File: src/rtl/icache_controller.sv
// rtl/icache_controller.sv - read-only instruction cache control FSM with round-robin fill and hit/miss counters
module icache_controller #(
    parameter int ADDR_SIZE = 32,
    parameter int NUM_SETS = 16,
    parameter int NUM_WAYS = 4,
    parameter int BLOCK_SIZE = 32,
    localparam int OFFSET_SIZE = $clog2(BLOCK_SIZE / 4),
    localparam int SET_SIZE = $clog2(NUM_SETS),
    localparam int TAG_SIZE = ADDR_SIZE - SET_SIZE - OFFSET_SIZE,
    localparam int WAY_SIZE = (NUM_WAYS > 1) ? $clog2(NUM_WAYS) : 1
) (
    input  logic                  clk,
    input  logic                  rst,
    input  logic                  req_valid,
    output logic                  req_ready,
    input  logic [ADDR_SIZE-1:0]  req_addr,
    output logic                  resp_valid,
    output logic [BLOCK_SIZE-1:0] resp_rdata,
    output logic [SET_SIZE-1:0]   cm_set,
    output logic [TAG_SIZE-1:0]   cm_tag,
    output logic                  cm_write_enable,
    output logic [WAY_SIZE-1:0]   cm_write_way,
    output logic [BLOCK_SIZE-1:0] cm_write_data,
    input  logic [BLOCK_SIZE-1:0] cm_read_data,
    input  logic                  cm_hit,
    output logic                  mem_req_valid,
    input  logic                  mem_req_ready,
    output logic [ADDR_SIZE-1:0]  mem_req_addr,
    input  logic                  mem_resp_valid,
    input  logic [BLOCK_SIZE-1:0] mem_resp_rdata,
    output logic [31:0]           hit_count,
    output logic [31:0]           miss_count
);

    typedef enum logic [2:0] {
        IDLE,
        LOOKUP,
        MEM_REQ,
        MEM_WAIT,
        FILL
    } state_t;

    state_t                state;
    logic [ADDR_SIZE-1:0]  addr_q;
    logic [BLOCK_SIZE-1:0] fill_data;
    logic [WAY_SIZE-1:0]   rr [NUM_SETS];
    logic [31:0]           hit_count_q;
    logic [31:0]           miss_count_q;
    logic                  req_ready_q;
    logic                  mem_req_valid_q;
    logic                  fill_q;
    logic                  lookup_hit;
    logic [SET_SIZE-1:0]   set_idx;
    logic                  unused_offset;

    assign set_idx       = addr_q[SET_SIZE+OFFSET_SIZE-1:OFFSET_SIZE];
    assign cm_set        = set_idx;
    assign cm_tag        = addr_q[ADDR_SIZE-1:SET_SIZE+OFFSET_SIZE];
    assign mem_req_addr  = {addr_q[ADDR_SIZE-1:OFFSET_SIZE], {OFFSET_SIZE{1'b0}}};
    assign unused_offset = ^addr_q[OFFSET_SIZE-1:0];

    // A hit is answered straight from the array in the LOOKUP cycle so the
    // controller is back in IDLE one cycle later (2-cycle request spacing).
    assign lookup_hit      = (state == LOOKUP) && cm_hit;
    assign resp_valid      = lookup_hit || fill_q;
    assign resp_rdata      = lookup_hit ? cm_read_data : (fill_q ? fill_data : '0);

    assign req_ready       = req_ready_q;
    assign mem_req_valid   = mem_req_valid_q;
    assign cm_write_enable = fill_q;
    assign cm_write_way    = fill_q ? rr[set_idx] : '0;
    assign cm_write_data   = fill_q ? fill_data : '0;
    assign hit_count       = hit_count_q;
    assign miss_count      = miss_count_q;

    always_ff @(posedge clk or negedge rst) begin
        if (!rst) begin
            state           <= IDLE;
            addr_q          <= '0;
            fill_data       <= '0;
            hit_count_q     <= '0;
            miss_count_q    <= '0;
            req_ready_q     <= 1'b1;
            mem_req_valid_q <= 1'b0;
            fill_q          <= 1'b0;
            for (int s = 0; s < NUM_SETS; s++) begin
                rr[s] <= '0;
            end
        end else begin
            case (state)
                IDLE: begin
                    if (req_valid) begin
                        addr_q      <= req_addr;
                        req_ready_q <= 1'b0;
                        state       <= LOOKUP;
                    end
                end
                LOOKUP: begin
                    if (cm_hit) begin
                        if (hit_count_q != 32'hFFFF_FFFF) begin
                            hit_count_q <= hit_count_q + 32'd1;
                        end
                        req_ready_q <= 1'b1;
                        state       <= IDLE;
                    end else begin
                        if (miss_count_q != 32'hFFFF_FFFF) begin
                            miss_count_q <= miss_count_q + 32'd1;
                        end
                        mem_req_valid_q <= 1'b1;
                        state           <= MEM_REQ;
                    end
                end
                MEM_REQ: begin
                    if (mem_req_ready) begin
                        mem_req_valid_q <= 1'b0;
                        state           <= MEM_WAIT;
                    end
                end
                MEM_WAIT: begin
                    if (mem_resp_valid) begin
                        fill_data <= mem_resp_rdata;
                        fill_q    <= 1'b1;
                        state     <= FILL;
                    end
                end
                FILL: begin
                    // Power-of-two way count makes the natural wrap the modulo.
                    rr[set_idx] <= rr[set_idx] + 1'b1;
                    fill_q      <= 1'b0;
                    req_ready_q <= 1'b1;
                    state       <= IDLE;
                end
                default: begin
                    req_ready_q     <= 1'b1;
                    mem_req_valid_q <= 1'b0;
                    fill_q          <= 1'b0;
                    state           <= IDLE;
                end
            endcase
        end
    end

endmodule

File: config.mk
export PLATFORM = sky130hd
export DESIGN_NAME = icache_controller
export DESIGN_NICKNAME = d
export VERILOG_FILES = /design/src/rtl/icache_controller.sv
export SDC_FILE = /design/constraint.sdc
export NUM_CORES = 1
export LEC_CHECK = 0
export BUFFER_PORTS_ARGS = -buffer_cell sky130_fd_sc_hd__buf_2
export CAP_MARGIN = 10
export CORE_UTILIZATION = 25
export CTS_CLUSTER_DIAMETER = 60
export CTS_CLUSTER_SIZE = 16
export DETAILED_ROUTE_END_ITERATION = 10
export GPL_TIMING_DRIVEN = 0
export HOLD_SLACK_MARGIN = 0.02
export PLACE_DENSITY = 0.49
export RECOVER_POWER = 50
export SLEW_MARGIN = 20
export SYNTH_ARGS = -nofsm -noshare
export SYNTH_HDL_FRONTEND = slang
export SYNTH_SLANG_ARGS = --single-unit
File: constraint.sdc
create_clock -name clk -period 6 [get_ports clk]
set_clock_uncertainty 0.2 [all_clocks]
set_input_delay 0.3 -clock clk [delete_from_list [all_inputs] [get_ports clk]]
set_output_delay 0.3 -clock clk [all_outputs]
set_load 0.005 [all_outputs]
==> results of run 1 <==
final cells by class:
cell class	instances	area [um^2]
multi-input combinational	528	3700
antenna	1	2.50
inverter	11	41.3
clock inverter	8	124
tap	435	544
clock buffer	24	492
fill	3325	20500
sequential	163	4080
timing repair buffer	356	2040
buffer	62	363
state kept, by name, summed over array words and instances, names as in the netlist:
name             flops
mem_req_valid        1
req_ready            1
hit_count           32
cm_write_enable      1
rr                  32
state                3
fill_data           32
addr_q              29
miss_count          32
synthesized netlist by cell type, types with 2 or more instances:
master	instances	area, um^2
mux4_2	7	158
dfrtp_1	162	4050
nand2_1	135	507
xor2_1	21	184
nor3_1	10	50.1
clkbuf_1	16	60.1
nor2_1	37	139
o21ai_0	5	25.0
nand2b_1	3	18.8
inv_1	11	41.3
buf_4	32	240
nor3b_1	6	45.0
buf_1	5	18.8
o2111ai_1	2	17.5
buf_2	9	45.0
a31oi_1	2	12.5
mux2i_1	4	40.0
nor4_1	4	25.0
nor4b_1	3	26.3
nand4_1	27	169
or3_1	2	12.5
nand3_1	24	120
and3_1	13	81.3
and2_1	38	238
and4_1	10	87.6
ha_1	2	25.0
xnor2_1	40	350
nor2b_1	2	12.5
mux2_2	94	1060
or2_2	3	18.8
a21oi_1	10	50.1
cells in the final DEF (no fill, tap or decap), types with 7 or more instances in the layout:
cell type,Yosys,routed
clkbuf_16,0,17
a21oi_1,10,10
dlygate4sd3_1,0,65
mux4_2,7,7
inv_1,11,11
nor3_1,10,10
mux2_2,94,94
dfrtp_1,162,162
nand3_1,24,24
and4_1,10,10
clkbuf_1,16,82
nor2_1,37,37
xor2_1,21,21
clkbuf_4,0,26
nand4_1,27,27
xnor2_1,40,40
nand2_1,135,135
buf_2,9,234
and2_1,38,38
and3_1,13,13
power groups by stage:
stage	Clock (W)	Combinational, W	Sequential, W
CTS	0.00121	0.00175	0.00161
global route	0.00124	0.00187	0.00165
global placement	0	0.00169	0.00162
detailed placement	0	0.00171	0.00162
floorplan	0	0.00101	0.00158
finish	0.00115	0.00169	0.00160
routing by layer:
metal | part of all wire (%) | wire length, um | vias to the layer above
li1 | - | - | 3344
met1 | 46 | 10500 | 3293
met2 | 47 | 10900 | 210
met3 | 5.8 | 1330 | 19
met4 | 1.3 | 298 | 0
met5 | 0 | 0 | -
worst min-delay path, stage by stage:
cell,delay (ps)
buf_2,90
nand2b_1,90
a21oi_1,60
a21o_1,150
kinds of logic after synthesis:
logic type	count (synthesis)	synth area share [%]
and+or+nand+nor	326	20.1
DFF	163	49.9
muxes	108	15.9
buffers and inverters	73	4.95
xor gates and xnor gates	62	6.73
AOI/OAI and AO/OA	27	2.03
adders and majority gates	2	0.306
other	1	0.0458
through the flow:
stage / util, % / power [W] / instance area [um^2] / worst slack (ps) / cells
CTS: 36.0 / 0.00456 / 11500 / 2420 / 1587
global placement: 32.0 / 0.00331 / 10200 / 1590 / 1489
floorplan: - / 0.00258 / 8190 / 3680 / 764
finish: 35.7 / 0.00444 / 11400 / 2490 / 1588
detailed placement: 32.1 / 0.00333 / 10200 / 2910 / 1490
global route: 35.7 / 0.00476 / 11400 / 2150 / 1587
timing repair:
| item | CTS | global route |
|---|---|---|
| resized for setup | 0 | 0 |
| hold endpoints to repair | 138 | 0 |
| hold buffers | 65 | 0 |
worst paths after layout:
check	end	cells after the start	startpoint	slack (ps)
setup reg to reg	fill_data[3]$_DFFE_PN0P_	8	state[1]$_DFFE_PN0P_	3230
min in group asynchronous	fill_data[11]$_DFFE_PN0P_	2	rst	220
hold reg to reg	fill_data[24]$_DFFE_PN0P_	2	fill_data[24]$_DFFE_PN0P_	270
hold / removal	mem_req_valid$_DFFE_PN0P_	4	mem_req_ready	110
setup / recovery	resp_rdata[21]	6	state[1]$_DFFE_PN0P_	2490
max in group asynchronous	miss_count[21]$_DFFE_PN0P_	3	rst	2740
==> metrics.md, run 1 <==
| Metric | Value |
|---|---|
| Total global-route track usage | 13.9% |
| Final net count | 1243 |
| Final setup viols | 0 |
| Clock share of power | 26.0% |
| Internal power | 0.00300 W |
| #FFs+latches synth | 163 |
| DRT Pass-1 Iters | 6 |
| Req. time, crit path | 5500 ps |
| Sum of negative setup slack | 0 ps |
| CP Buf/Inv Count | 4 |
| Worst-Margin Slew | 2270 ps |
| Yosys cell types | 54 |
| Unrepaired setup endpoints after global routing | false |
| Sw Ratio | 32.5% |
| Core ar. | 31900 um^2 |
| Syn Std Cell Area | 8180 um^2 |
| Power Dens Cells | 390 nW/um^2 |
| H-tree depth | 4 |
| Row count | 65 |
| Global routing's busiest layer | met2 |
| Vias in the first global route | 6830 |
| Yosys warns | 0 |
| Failing checks | capacitance limit, slew limit |
| Seq pwr share | 36.0% |
| Die Height | 183 um |
| Switching power | 0.00144 W |
| Layout cells sized above 1 | 35.6% |
| Tcrit/Tclk final | 58.5% |
| Critical Path Max Stage Delay | 570 ps |
| IO Count | 297 |
| CTS tree | built |
| Most Frequent Cell on Critical Path | clkbuf_1 |
| Root Buffer | clkbuf_16 |
| Hold slack final | 110 ps |
| Worst-path clk slew | 60 ps |
| Fin. Hold Viols | 0 |
| Placer Congestion | 0.765 |
| Outcome | complete, but fails checks |
| Post-synth EDFFs | 0 |
| Sequential element share of the synthesized area | 49.9% |
| Primary FF master, synth | dfrtp_1 |
| Vias | 6866 |
| Initial antenna violation count | 1 |
| First-pass GRT wire length | 36200 um |
| Worst skew pair latency | 430 ps |
| Clk sink count | 163 |
| Die Width | 183 um |
| Ys async rst share | 100% |
| Maximum root-to-sink buffer count | 2 |
| Met1 usage | 17.6% |
| Detailed Place HPWL | 16900 um |
| Met2 Usage GRT | 22.8% |
| Pleak | 5.50 nW |
| Max-slew violations | 90 |
| Maximum clock rate | 285 MHz |
| Critical path type | reg2out |
| # Max-Cap Violations | 1 |
| Slew margin rel. | -51.3% |
| CP max-delay cell | buf_1 |
| Post-CTS Setup Inserts | 0 |
| Crit path capture type | output pin |
| GR Layer Usage met3 | 3.69% |
| ANT nets after route | 0 |
| Final wirelength | 23000 um |
| Starting Density | 25.7% |
| Die Footprint | 33500 um^2 |
| Port buffer count | 290 |
| Syn Inst Count | 762 |
| Crit path arrival time | 3010 ps |
| Initial DRC count | 290 |
| Number of clock buffers inserted by TritonCTS | 17 |
| Global route overflow | 0 |
| DRC violations left | 0 |
| Syn_area_per_cell | 10.7 um^2 |
| Final critical-path required period | 3510 ps |
| Area added between synthesis and finish | 39.2% |
| Crit-path max FO | 10 |
| Largest net degree at the start of global routing | 90 |
| Worst min path class | in2reg |
| Logic pwr share | 38.0% |
| Worst VDD drop | 0.187 mV |
| CP top delay family | buffers and inverters |
| Critical Path Start Type | flip-flop |
| Critical-path cell list | clkbuf_1 -> and4bb_2 -> clkbuf_1 -> buf_1 -> mux2_2 -> buf_2 |
| Routed WL per cell | 14.5 um |
| Routed vias/inst | 4.32 |
No activity file was read; power rests on OpenSTA's default activity.
==> run 2, diff against run 1 <==
==> constraint.sdc (replaced) <==
create_clock -name clk -period 3.3 [get_ports clk]
set_clock_uncertainty 0.2 [all_clocks]
set_input_delay 0.165 -clock clk [delete_from_list [all_inputs] [get_ports clk]]
set_output_delay 0.165 -clock clk [all_outputs]
set_load 0.005 [all_outputs]
==> run 2 against run 1 <==
  * The run still ends with capacitance limit, slew limit left
  * Cell count is 0.13% higher
  * Core utilization increased by 0.059 points
  * Power grew 82%
  * Clock power grew 83%
  * Worst hold slack better by 160 ps
  * Via count is 0.12% higher
  * Combinational power up 82%
  * Wire length rose by 0.27%
  * Setup slack worse by 2300 ps
==> metrics.md, run 2 (synthesized netlist as in run 1, its figures left out) <==
| Metric | Value |
|---|---|
| Largest net degree at the start of global routing | 90 (unchanged) |
| Unrepaired setup endpoints after global routing | false (unchanged) |
| Max-slew violations | 76 (was 90) |
| CTS tree | built (unchanged) |
| Critical-path cell list | buf_2 -> and4bb_2 -> clkbuf_1 -> buf_2 -> mux2_2 -> buf_2 (was clkbuf_1 -> and4bb_2 -> clkbuf_1 -> buf_1 -> mux2_2 -> buf_2) |
| IO Count | 297 (unchanged) |
| Starting Density | 25.7% (unchanged) |
| Sum of negative setup slack | 0 ps (unchanged) |
| Metal3 WL | 1270 um (was 1330 um) |
| Vias in the first global route | 6845 (was 6830) |
| Die Footprint | 33500 um^2 (unchanged) |
| Outcome | complete, but fails checks (unchanged) |
| Failing checks | capacitance limit, slew limit (unchanged) |
| Global route overflow | 0 (unchanged) |
| R2R depth | 5 (was 8) |
| Worst-Margin Slew | 1960 ps (was 2270 ps) |
| Row count | 65 (unchanged) |
| Final critical-path required period | 3120 ps |
| Root Buffer | clkbuf_16 (unchanged) |
| Layout cells sized above 1 | 35.7% (was 35.6%) |
| Maximum root-to-sink buffer count | 2 (unchanged) |
| Vias | 6874 (was 6866) |
| Met2 Wirelength | 11000 um (was 10900 um) |
| Min-Delay Endpoint | fill_data[24]$_DFFE_PN0P_ (was mem_req_valid$_DFFE_PN0P_) |
| DRT Pass-1 Iters | 6 (unchanged) |
| Critical Path Max Stage Delay | 470 ps (was 570 ps) |
| Pre-CTS setup slack | 346 ps (was 2910 ps) |
| Worst min path class | reg2reg (was in2reg) |
| Most common cell after layout, fill and taps aside | buf_2 (unchanged) |
| Port buffer count | 290 (unchanged) |
| Critical path type | reg2out (unchanged) |
| Final setup viols | 0 (unchanged) |
| H-tree depth | 4 (unchanged) |
| Crit path arrival time | 2750 ps (was 3010 ps) |
| Commonest non-fill, non-tap cells in the layout | buf_2 (236), dfrtp_1 (162), nand2_1 (135), mux2_2 (94), clkbuf_1 (81) (was buf_2 (234), dfrtp_1 (162), nand2_1 (135), mux2_2 (94), clkbuf_1 (82)) |
| Detailed Place HPWL | 16900 um (unchanged) |
| Tcrit/Tclk final | 94.4% |
| Reg2Reg Setup Slack | 690 ps (was 3230 ps) |
| Crit path capture type | output pin (unchanged) |
| DRC violations left | 0 (unchanged) |
| Die Height | 183 um (unchanged) |
| Placer Congestion | 0.765 (unchanged) |
| M1 wire length | 10500 um (about the same) |
| First-pass GRT wire length | 36300 um (was 36200 um) |
| Initial antenna violation count | 1 (unchanged) |
| Routed WL per cell | 14.5 um (about the same) |
| Slew margin rel. | -30.4% (was -51.3%) |
| Clk sink count | 163 (unchanged) |
| Pleak | 5.51 nW (was 5.50 nW) |
| Area added between synthesis and finish | 39.4% (was 39.2%) |
| RR Startpoint | addr_q[4]$_DFFE_PN0P_ (was state[1]$_DFFE_PN0P_) |
| Worst VDD drop | 0.352 mV (was 0.187 mV) |
| Worst r2r dst | rr[27]$_DFFE_PN0P_ (was fill_data[3]$_DFFE_PN0P_) |
| Worst skew pair latency | 430 ps (about the same) |
| Routed vias/inst | 4.32 (about the same) |
| Fin. Hold Viols | 0 (unchanged) |
| Uppermost routed layer | met4 (unchanged) |
| ANT nets after route | 0 (unchanged) |
| Worst Hold Path Cells | 2 (was 4) |
| CP max-delay cell | clkbuf_1 (was buf_1) |
| Worst Setup SP | state[2]$_DFFE_PN0P_ (was state[1]$_DFFE_PN0P_) |
| Crit-path max FO | 10 (unchanged) |
| Setup ws final | 183 ps (was 2490 ps) |
| Final net count | 1245 (was 1243) |
| # Max-Cap Violations | 1 (unchanged) |
| Die Width | 183 um (unchanged) |
| Worst-path clk slew | 60 ps (about the same) |
| Final wirelength | 23100 um (was 23000 um) |
| Critical Path Start Type | flip-flop (unchanged) |
| Power Dens Cells | 709 nW/um^2 (was 390 nW/um^2) |
| Worst hold start | fill_data[24]$_DFFE_PN0P_ (was mem_req_ready) |
| Initial DRC count | 281 (was 290) |
| Total global-route track usage | 13.9% (about the same) |
| Maximum clock rate | 321 MHz |
| Core ar. | 31900 um^2 (unchanged) |
| Req. time, crit path | 2930 ps (was 5500 ps) |
| Number of clock buffers inserted by TritonCTS | 17 (unchanged) |
| Most Frequent Cell on Critical Path | buf_2 (was clkbuf_1) |
| Hold slack final | 266 ps (was 110 ps) |
[run 2: cell count changes in the layout (fill, tap and decap cells not counted)]
cell,delta
dlygate4sd3_1,+2
clkbuf_1,-1
buf_8,-1
buf_2,+2
buf_1,-1
buf_6,+1
[run 2: layout make-up]
class                      instances  area [um^2]
fill                            3323        20500
antenna                            1         2.50
buffer                            62          365
timing repair buffer             358         2050
sequential                       163         4080
clock inverter                     8          124
tap                              435          544
multi-input combinational        528         3700
clock buffer                      24          492
inverter                          11         41.3
[run 2: metal layers]
| metal | vias to the layer above | global-route usage [%] |
|---|---|---|
| met4 | 0 | 4.57 |
| met2 | 198 | 22.9 |
| met5 | - | 0 |
| li1 | 3350 | - |
| met1 | 3308 | 17.5 |
| met3 | 18 | 3.67 |
[run 2: how the worst max path moves through the flow]
stage	slack (ps)	end
6_report	180	resp_rdata[11]
5_1_grt	20	cm_write_way[0]
4_1_cts	50	resp_rdata[11]
3_5_place_dp	350	resp_rdata[21]
3_3_place_gp	-980	miss_count[19]$_DFFE_PN0P_
2_1_floorplan	1070	hit_count[28]$_DFFE_PN0P_
[run 2: critical path, delay by kind of cell, from the launching register on]
family                 cells  cell delay (ps)
buffers and inverters      4             1190
DFF                        1              350
muxes                      1              380
and+or+nand+nor            1              400
[run 2: metrics by stage]
step,instances,area (um^2),utilization (%),power (W)
after floorplan,764,8190,-,0.00470
final,1590,11400,35.8,0.00808
after detailed placement,1490,10200,32.1,0.00606
after global placement,1489,10200,32.0,0.00602
after CTS,1589,11500,36.1,0.00830
after global routing,1589,11400,35.8,0.00867
[run 2: timing repair]
action,CTS,global route
hold buffers,67,0
setup buffers,0,0
endpoints found under the setup margin,10,0
endpoints found under the hold margin,143,0
gates resized for setup,1,0
[run 2: power by group]
group          internal (W)  switching (W)  leakage, nW  total [W]
Combinational       0.00166        0.00143         3.10    0.00308
Sequential          0.00253       0.000378         2.12    0.00291
Clock               0.00127       0.000823        0.296    0.00210
Total               0.00546        0.00263         5.51    0.00808
